--- config.mk ---
export PLATFORM = sky130hd
export DESIGN_NAME = spi_slave
export DESIGN_NICKNAME = d
export VERILOG_FILES = /design/src/rtl/spi_slave.sv
export SDC_FILE = /design/constraint.sdc
export NUM_CORES = 1
export LEC_CHECK = 0
export ABC_CLOCK_PERIOD_IN_PS = 4600
export BUFFER_PORTS_ARGS = -buffer_cell sky130_fd_sc_hd__buf_2
export CORE_ASPECT_RATIO = 0.5
export CORE_MARGIN = 2
export CORE_UTILIZATION = 50
export DETAILED_ROUTE_END_ITERATION = 6
export GPL_TIMING_DRIVEN = 0
export PLACE_DENSITY = 0.7
export SLEW_MARGIN = 20
export SYNTH_ARGS = -nofsm -noshare
export SYNTH_HDL_FRONTEND = slang
export SYNTH_SLANG_ARGS = --single-unit
--- constraint.sdc ---
create_clock -name clk -period 4.6 [get_ports clk]
set_clock_uncertainty 0.1 [all_clocks]
set_input_delay 0.46 -clock clk [delete_from_list [all_inputs] [get_ports clk]]
set_output_delay 0.46 -clock clk [all_outputs]
set_load 0.005 [all_outputs]
--- src/rtl/spi_slave.sv ---
// SPI target endpoint: oversamples sclk/ss_n/mosi in the clk domain and supports all
// four CPOL/CPHA modes. It shifts DATA_WIDTH-bit words MSB-first in both directions.
module spi_slave #(
    parameter int DATA_WIDTH  = 16,
    parameter int SYNC_STAGES = 2
) (
    input  logic                  clk,
    input  logic                  reset_n,
    input  logic                  cpol,
    input  logic                  cpha,
    input  logic [DATA_WIDTH-1:0] tx_data,
    input  logic                  tx_load,
    input  logic                  sclk,
    input  logic                  ss_n,
    input  logic                  mosi,
    output logic                  miso,
    output logic                  miso_oe,
    output logic                  busy,
    output logic [DATA_WIDTH-1:0] rx_data,
    output logic                  rx_valid,
    output logic                  frame_err
);
    localparam int CW = $clog2(DATA_WIDTH + 1);

    typedef enum logic {IDLE, ACTIVE} state_e;

    logic [SYNC_STAGES-1:0] sclk_sync_q, ss_sync_q, mosi_sync_q, fill_q;
    logic                   sclk_dly_q, ss_dly_q, armed_q, lead_q, trail_q;
    logic                   sclk_s, ss_s, mosi_s, sclk_chg, ss_fall, ss_rise;
    logic                   sample_edge, shift_edge, done;

    state_e                 state_q, state_d;
    logic                   cpol_q, cpol_d, cpha_q, cpha_d;
    logic [DATA_WIDTH-1:0]  tx_hold_q, tx_hold_d, tx_shift_q, tx_shift_d;
    logic [DATA_WIDTH-1:0]  rx_shift_q, rx_shift_d, rx_data_q, rx_data_d;
    logic [CW-1:0]          bit_cnt_q, bit_cnt_d;
    logic                   rx_valid_q, rx_valid_d, frame_err_q, frame_err_d;

    assign sclk_s   = sclk_sync_q[SYNC_STAGES-1];
    assign ss_s     = ss_sync_q[SYNC_STAGES-1];
    assign mosi_s   = mosi_sync_q[SYNC_STAGES-1];
    assign sclk_chg = sclk_s ^ sclk_dly_q;
    // A falling ss_n only counts once ss_n has been seen high with real (post-reset) data.
    assign ss_fall  = armed_q & ss_dly_q & ~ss_s;
    assign ss_rise  = ~ss_dly_q & ss_s;

    // NOTE: sequential state uses non-blocking (<=) so every flop samples pre-edge values.
    always_ff @(posedge clk or negedge reset_n) begin
        if (!reset_n) begin
            sclk_sync_q <= '0;
            ss_sync_q   <= '1;
            mosi_sync_q <= '0;
            fill_q      <= '0;
            sclk_dly_q  <= 1'b0;
            ss_dly_q    <= 1'b1;
            armed_q     <= 1'b0;
            lead_q      <= 1'b0;
            trail_q     <= 1'b0;
        end else begin
            sclk_sync_q <= {sclk_sync_q[SYNC_STAGES-2:0], sclk};
            ss_sync_q   <= {ss_sync_q[SYNC_STAGES-2:0], ss_n};
            mosi_sync_q <= {mosi_sync_q[SYNC_STAGES-2:0], mosi};
            fill_q      <= {fill_q[SYNC_STAGES-2:0], 1'b1};
            sclk_dly_q  <= sclk_s;
            ss_dly_q    <= ss_s;
            armed_q     <= armed_q | (fill_q[SYNC_STAGES-1] & ss_s);
            lead_q      <= sclk_chg & (sclk_dly_q == cpol_q);
            trail_q     <= sclk_chg & (sclk_s == cpol_q);
        end
    end

    assign sample_edge = cpha_q ? trail_q : lead_q;
    assign shift_edge  = cpha_q ? lead_q : trail_q;
    assign done        = (bit_cnt_q == CW'(DATA_WIDTH));

    // NOTE: every always_comb output gets a default first, so no path can infer a latch.
    always_comb begin
        state_d     = state_q;
        cpol_d      = cpol_q;
        cpha_d      = cpha_q;
        tx_hold_d   = tx_load ? tx_data : tx_hold_q;
        tx_shift_d  = tx_shift_q;
        rx_shift_d  = rx_shift_q;
        rx_data_d   = rx_data_q;
        bit_cnt_d   = bit_cnt_q;
        rx_valid_d  = 1'b0;
        frame_err_d = 1'b0;

        unique case (state_q)
            IDLE: begin
                if (ss_fall) begin
                    cpol_d     = cpol;
                    cpha_d     = cpha;
                    tx_shift_d = tx_load ? tx_data : tx_hold_q;
                    rx_shift_d = '0;
                    bit_cnt_d  = '0;
                    state_d    = ACTIVE;
                end
            end
            ACTIVE: begin
                if (sample_edge && !done) begin
                    rx_shift_d = {rx_shift_q[DATA_WIDTH-2:0], mosi_s};
                    bit_cnt_d  = bit_cnt_q + CW'(1);
                    if (bit_cnt_q == CW'(DATA_WIDTH - 1)) begin
                        rx_data_d  = {rx_shift_q[DATA_WIDTH-2:0], mosi_s};
                        rx_valid_d = 1'b1;
                    end
                end
                // In cpha=1 the first leading edge only presents the MSB.
                if (shift_edge && !done && (!cpha_q || bit_cnt_q != '0)) begin
                    tx_shift_d = {tx_shift_q[DATA_WIDTH-2:0], 1'b0};
                end
                if (ss_rise) begin
                    state_d     = IDLE;
                    frame_err_d = (bit_cnt_d != CW'(DATA_WIDTH));
                end
            end
            default: state_d = IDLE;
        endcase
    end

    always_ff @(posedge clk or negedge reset_n) begin
        if (!reset_n) begin
            state_q     <= IDLE;
            cpol_q      <= 1'b0;
            cpha_q      <= 1'b0;
            tx_hold_q   <= '0;
            tx_shift_q  <= '0;
            rx_shift_q  <= '0;
            rx_data_q   <= '0;
            bit_cnt_q   <= '0;
            rx_valid_q  <= 1'b0;
            frame_err_q <= 1'b0;
        end else begin
            state_q     <= state_d;
            cpol_q      <= cpol_d;
            cpha_q      <= cpha_d;
            tx_hold_q   <= tx_hold_d;
            tx_shift_q  <= tx_shift_d;
            rx_shift_q  <= rx_shift_d;
            rx_data_q   <= rx_data_d;
            bit_cnt_q   <= bit_cnt_d;
            rx_valid_q  <= rx_valid_d;
            frame_err_q <= frame_err_d;
        end
    end

    assign miso      = (state_q == ACTIVE) & tx_shift_q[DATA_WIDTH-1];
    assign miso_oe   = (state_q == ACTIVE);
    assign busy      = (state_q == ACTIVE);
    assign rx_data   = rx_data_q;
    assign rx_valid  = rx_valid_q;
    assign frame_err = frame_err_q;

endmodule

# Word-level counts from Yosys, hierarchy flattened
# Index checks and enable logic that the tools add are counted.
# classes
bitwise_logic,12
mux,21
n_eq_ne,8
n_reduce_logical,11
addsub,1
# ops
op,count
$mux W16,3
$pmux W16 S2,1
$mux W15,2
$pmux W15 S2,1
$mux W5,3
$pmux W5 S2,1
$mux W1,9
$and A1 B1 Y1,7
$reduce_and A2 Y1,3
$add A5 B1 Y5 const B,1
$eq A5 B4 Y1 const B,1
$eq A5 B5 Y1 const B,1
$ne A5 B5 Y1 const B,1
$reduce_bool A5 Y1,1
$ne A2 B1 Y1 const B,2
$logic_and A1 B1 Y1,3
$not A1 Y1,3
$reduce_and A3 Y1,1
$eq A1 B1 Y1,2
$logic_not A1 Y1,2
$ne A2 B2 Y1 const B,1
$pmux W1 S2,1
$logic_or A1 B1 Y1,1
$or A1 B1 Y1,1
$xor A1 B1 Y1,1
# totals
word_cells,72
regBits,86

# Depth between registers and ports, before layout
# logic_depth
ltp_word,8
depth_mapped,8
ltp_nobuf,6

# Worst setup path before layout
# Ideal clock, no wire load.
# synth_timing
path_kind,reg-to-reg
from,register bit_cnt_q[0]
to,register tx_shift_q[10]
setup_slack_ns,2.619
t_arrival_ns,1.756
n_path_buf,2
synth_period_minus_slack_ns,1.981
t_required_ns,4.375
stages_incl_launch_ff,9
path_cell_list,dfrtp_1 -> inv_1 -> ha_1 -> nor3b_2 -> o22ai_1 -> a31o_2 -> buf_6 -> buf_6 -> mux2_4
# synth_via
elab_chain_cells,6
# synth_rtl
item,line,text
start: declaration,36,"logic [CW-1:0] bit_cnt_q, bit_cnt_d;"
start signal: assignment,142,bit_cnt_q <= bit_cnt_d;
$eq A5 B5 Y1,74,assign done = (bit_cnt_q == CW'(DATA_WIDTH));
$logic_not A1 Y1,110,if (shift_edge && !done && (!cpha_q || bit_cnt_q != '0)) begin
$logic_and A1 B1 Y1,110,
$logic_and A1 B1 Y1 *,110,
$ne A2 B1 Y1 (no line) *,--,
$reduce_and A2 Y1 (no line) *,--,
end signal: assignment,139,tx_shift_q <= tx_shift_d;
end: declaration,34,"logic [DATA_WIDTH-1:0] tx_hold_q, tx_hold_d, tx_shift_q, tx_shift_d;"
# Mark *: on every way between the ends. The rest lies on a longest branch, timed or not.
# A chain may end at the register's enable or synchronous reset.

# Worst setup path in the final report
# layout_timing
from,register state_q (netlist: busy)
to,output miso
# layout_via
elab_chain_cells,1
# layout_rtl
item,line,text
start: declaration,32,"state_e state_q, state_d;"
start signal: assignment,135,state_q <= state_d;
$and A1 B1 Y1,148,assign miso = (state_q == ACTIVE) & tx_shift_q[DATA_WIDTH-1];
end: declaration,16,"output logic miso,"
# Every way passes these cells.

==> flow_summary.json <==
{
  "ys_ff_latch": 86,
  "worst_path_most_repeated_cell": "clkbuf_1",
  "finalCriticalPeriod_ns": 2.30,
  "path_clk_slew_ns": 0.06,
  "grt_usage_pct": 16.4,
  "leakage_uw": 0.00210,
  "crit_path_end_kind": "output port",
  "postSynthCellCount": 237,
  "worstPathCellList": "clkbuf_1, clkbuf_1, and2_1, buf_2",
  "max_slew_margin_pct": 62.0,
  "rsz0062_at_grt": "no",
  "required_ns": 4.04,
  "ff2ff_path_depth": 8,
  "vias": 2028,
  "cts_setup_buffers": 0,
  "start_kind": "register",
  "synthTopCellsByArea": "dfrtp_1, mux2_2, mux2_4",
  "grt_max_degree": 45,
  "setup_viol": 0,
  "pin_count": 45,
  "synth_top_cell_by_area": "dfrtp_1",
  "synthTopCellsByCount": "dfrtp_1, mux2_2, a22o_1, mux2_4, inv_1",
  "firstDrtPassIters": 4,
  "start_util_pct": 52.9,
  "wire_per_inst_um": 15.3,
  "die_area_sq_mm": 0.00799,
  "rows": 21,
  "ant_nets": 0,
  "arrival_ns": 1.74,
  "ir_drop_mv": 0.273,
  "die_height_um": 64.2,
  "r2r-end": "tx_shift_q[9]",
  "critPathSlowestCell": "clkbuf_1",
  "core-area_sq_mm": 0.00686,
  "gp_congestion": 0.816,
  "clock_latency_ns": 0.34,
  "hold_buffers": 0,
  "hpwl_um": 3960,
  "cpPeakStageDelay_ns": 0.38,
  "synth_cell_types": 36,
  "cts_buffers": 9,
  "via_per_inst": 5.21,
  "regToRegSetupSlack_ns": 2.42,
  "drive_gt1_share_pct": 48.1,
  "startpoint": "busy",
  "diodes": 0,
  "h-tree-depth": 3,
  "netlist_area_sq_mm": 0.00362,
  "maxCapViolCount": 0,
  "numPortBuffers": 43,
  "yosysWarnings": 0,
  "grt_pass1_wl_um": 10200,
  "area_delta_synth_final_pct": 19.1,
  "antenna_found_initial": 0,
  "cts_sinks": 86,
  "timing.setup.tns_ns": 0,
  "synth-async-reset-ratio_pct": 100,
  "period_share_pct": 50.1,
  "status": "completed",
  "grt_pass1_vias": 2142,
  "layout.nets": 319,
  "grt_remaining_overflow": 0,
  "drc": 0,
  "hold_violations": 0,
  "synth_top_area_share_pct": 57.3,
  "cts_buffer_depth": 2,
  "syn_nets": 264,
  "wl_um": 5970,
  "post_cts_resized": 0,
  "cp_max_fo": 10,
  "ys.flop_type": "dfrtp_1",
  "post-synth-top-count-cell": "dfrtp_1",
  "avgSynthCellArea_sq_um": 15.3,
  "r2r-start": "bit_cnt_q[0]",
  "tritoncts": "done",
  "slew_viol_final": 0,
  "p_per_area_mw_per_mm2": 482,
  "hp-class": "in2async",
  "synth_edf_count": 0,
  "fmax_mhz": 434,
  "criticalPathCategory": "reg2out",
  "ys_seq_area_share_pct": 59.5,
  "clockRootBuffer": "clkbuf_16",
  "die_w_um": 124,
  "drt_iter0_markers": 80,
  "tightest_slew_ns": 0.570,
  "hold_slack_ns": 0.00926
}
## logic make-up (layout without fill, tap and decap cells)
kind of cell | after synthesis | count (layout) | synth area share (%)
DFF | 86 | 86 | 59.5
muxes | 70 | 70 | 23.5
AOI/OAI and AO/OA | 30 | 30 | 6.66
and+or+nand+nor | 23 | 23 | 4.49
buffers and inverters | 21 | 81 | 3.97
adders and majority gates | 3 | 3 | 1.04
xor gates and xnor gates | 3 | 3 | 0.725
other | 1 | 1 | 0.103
## registers in the layout (all words and copies together), names as in the netlist, 2 cells and up
| register | flops |
|---|---|
| bit_cnt_q | 5 |
| tx_shift_q | 16 |
| mosi_sync_q | 2 |
| fill_q | 2 |
| rx_shift_q | 15 |
| tx_hold_q | 16 |
| ss_sync_q | 2 |
| rx_data | 16 |
| sclk_sync_q | 2 |
## how the worst max path moves through the flow
| stage | to | slack, ns | cells past startpoint |
|---|---|---|---|
| floorplan | tx_shift_q[10] | 2.62 | 8 |
| global placement | rx_data[10] | 2.33 | 1 |
| detailed placement | tx_shift_q[10] | 2.46 | 6 |
| CTS | miso | 2.27 | 4 |
| global route | miso | 2.13 | 4 |
| finish | miso | 2.30 | 4 |
## report_power, final
| group | total [uW] | switching, uW | internal (uW) |
|---|---|---|---|
| logic | 336 | 135 | 201 |
| registers | 929 | 64.5 | 865 |
| clock network | 816 | 287 | 529 |
## layout by cell type (no fill, tap or decap), types with 2 or more instances in the layout
cell type / Yosys / routed
clkbuf_16: 0 / 9
mux2_2: 46 / 46
mux2_4: 19 / 19
nand2_1: 5 / 5
xnor2_1: 3 / 3
clkinvlp_4: 0 / 2
a21o_1: 2 / 2
o21ai_0: 2 / 2
nand3_1: 3 / 3
clkbuf_1: 2 / 3
nor2_1: 4 / 4
buf_4: 1 / 2
buf_6: 3 / 3
mux2i_1: 5 / 5
buf_2: 5 / 47
inv_1: 7 / 7
buf_12: 2 / 3
dfstp_2: 3 / 3
a22o_1: 19 / 19
nand2b_1: 3 / 3
ha_1: 3 / 3
dfrtp_1: 83 / 83
bufinv_16: 0 / 3
a31oi_1: 2 / 2
## final cells by class
type                    instances  area [sq um]
plain buffers                  14           118
clock buffers                  10           229
clock inverters                 6           110
fillers                       518          2540
inverters                       7          26.3
multi-input cells             130          1330
flip-flops and latches         86          2160
well taps                      92           115
repair buffers                 44           238
## through the flow
step | instances | utilization (%) | setup WS (ns) | instance area [sq um] | total power [uW]
6_report | 389 | 62.9 | 2.30 | 4320 | 2080
3_5_place_dp | 373 | 58.0 | 2.46 | 3980 | 1280
2_1_floorplan | 237 | - | 2.62 | 3620 | 1190
3_3_place_gp | 372 | 57.7 | 2.33 | 3960 | 1260
5_1_grt | 389 | 62.9 | 2.13 | 4320 | 2180
4_1_cts | 389 | 62.9 | 2.27 | 4320 | 2110
## critical path: cells and delay by family, from the launching register on
kind          cells  cell delay, ns
flops             1            0.37
simple gates      1            0.18
buf+inv           3            0.85
## per-layer routing
metal / vias to the layer above / track usage (%) / wire [um] / share of wire (%)
met5: - / 0 / 0 / 0
met4: 0 / 5.34 / 88 / 1.5
met3: 11 / 7.04 / 292 / 4.9
met2: 44 / 25.8 / 2730 / 46
met1: 1024 / 20.9 / 2850 / 48
li1: 949 / - / - / -
Note: power is estimated with default switching activity, not from simulation.
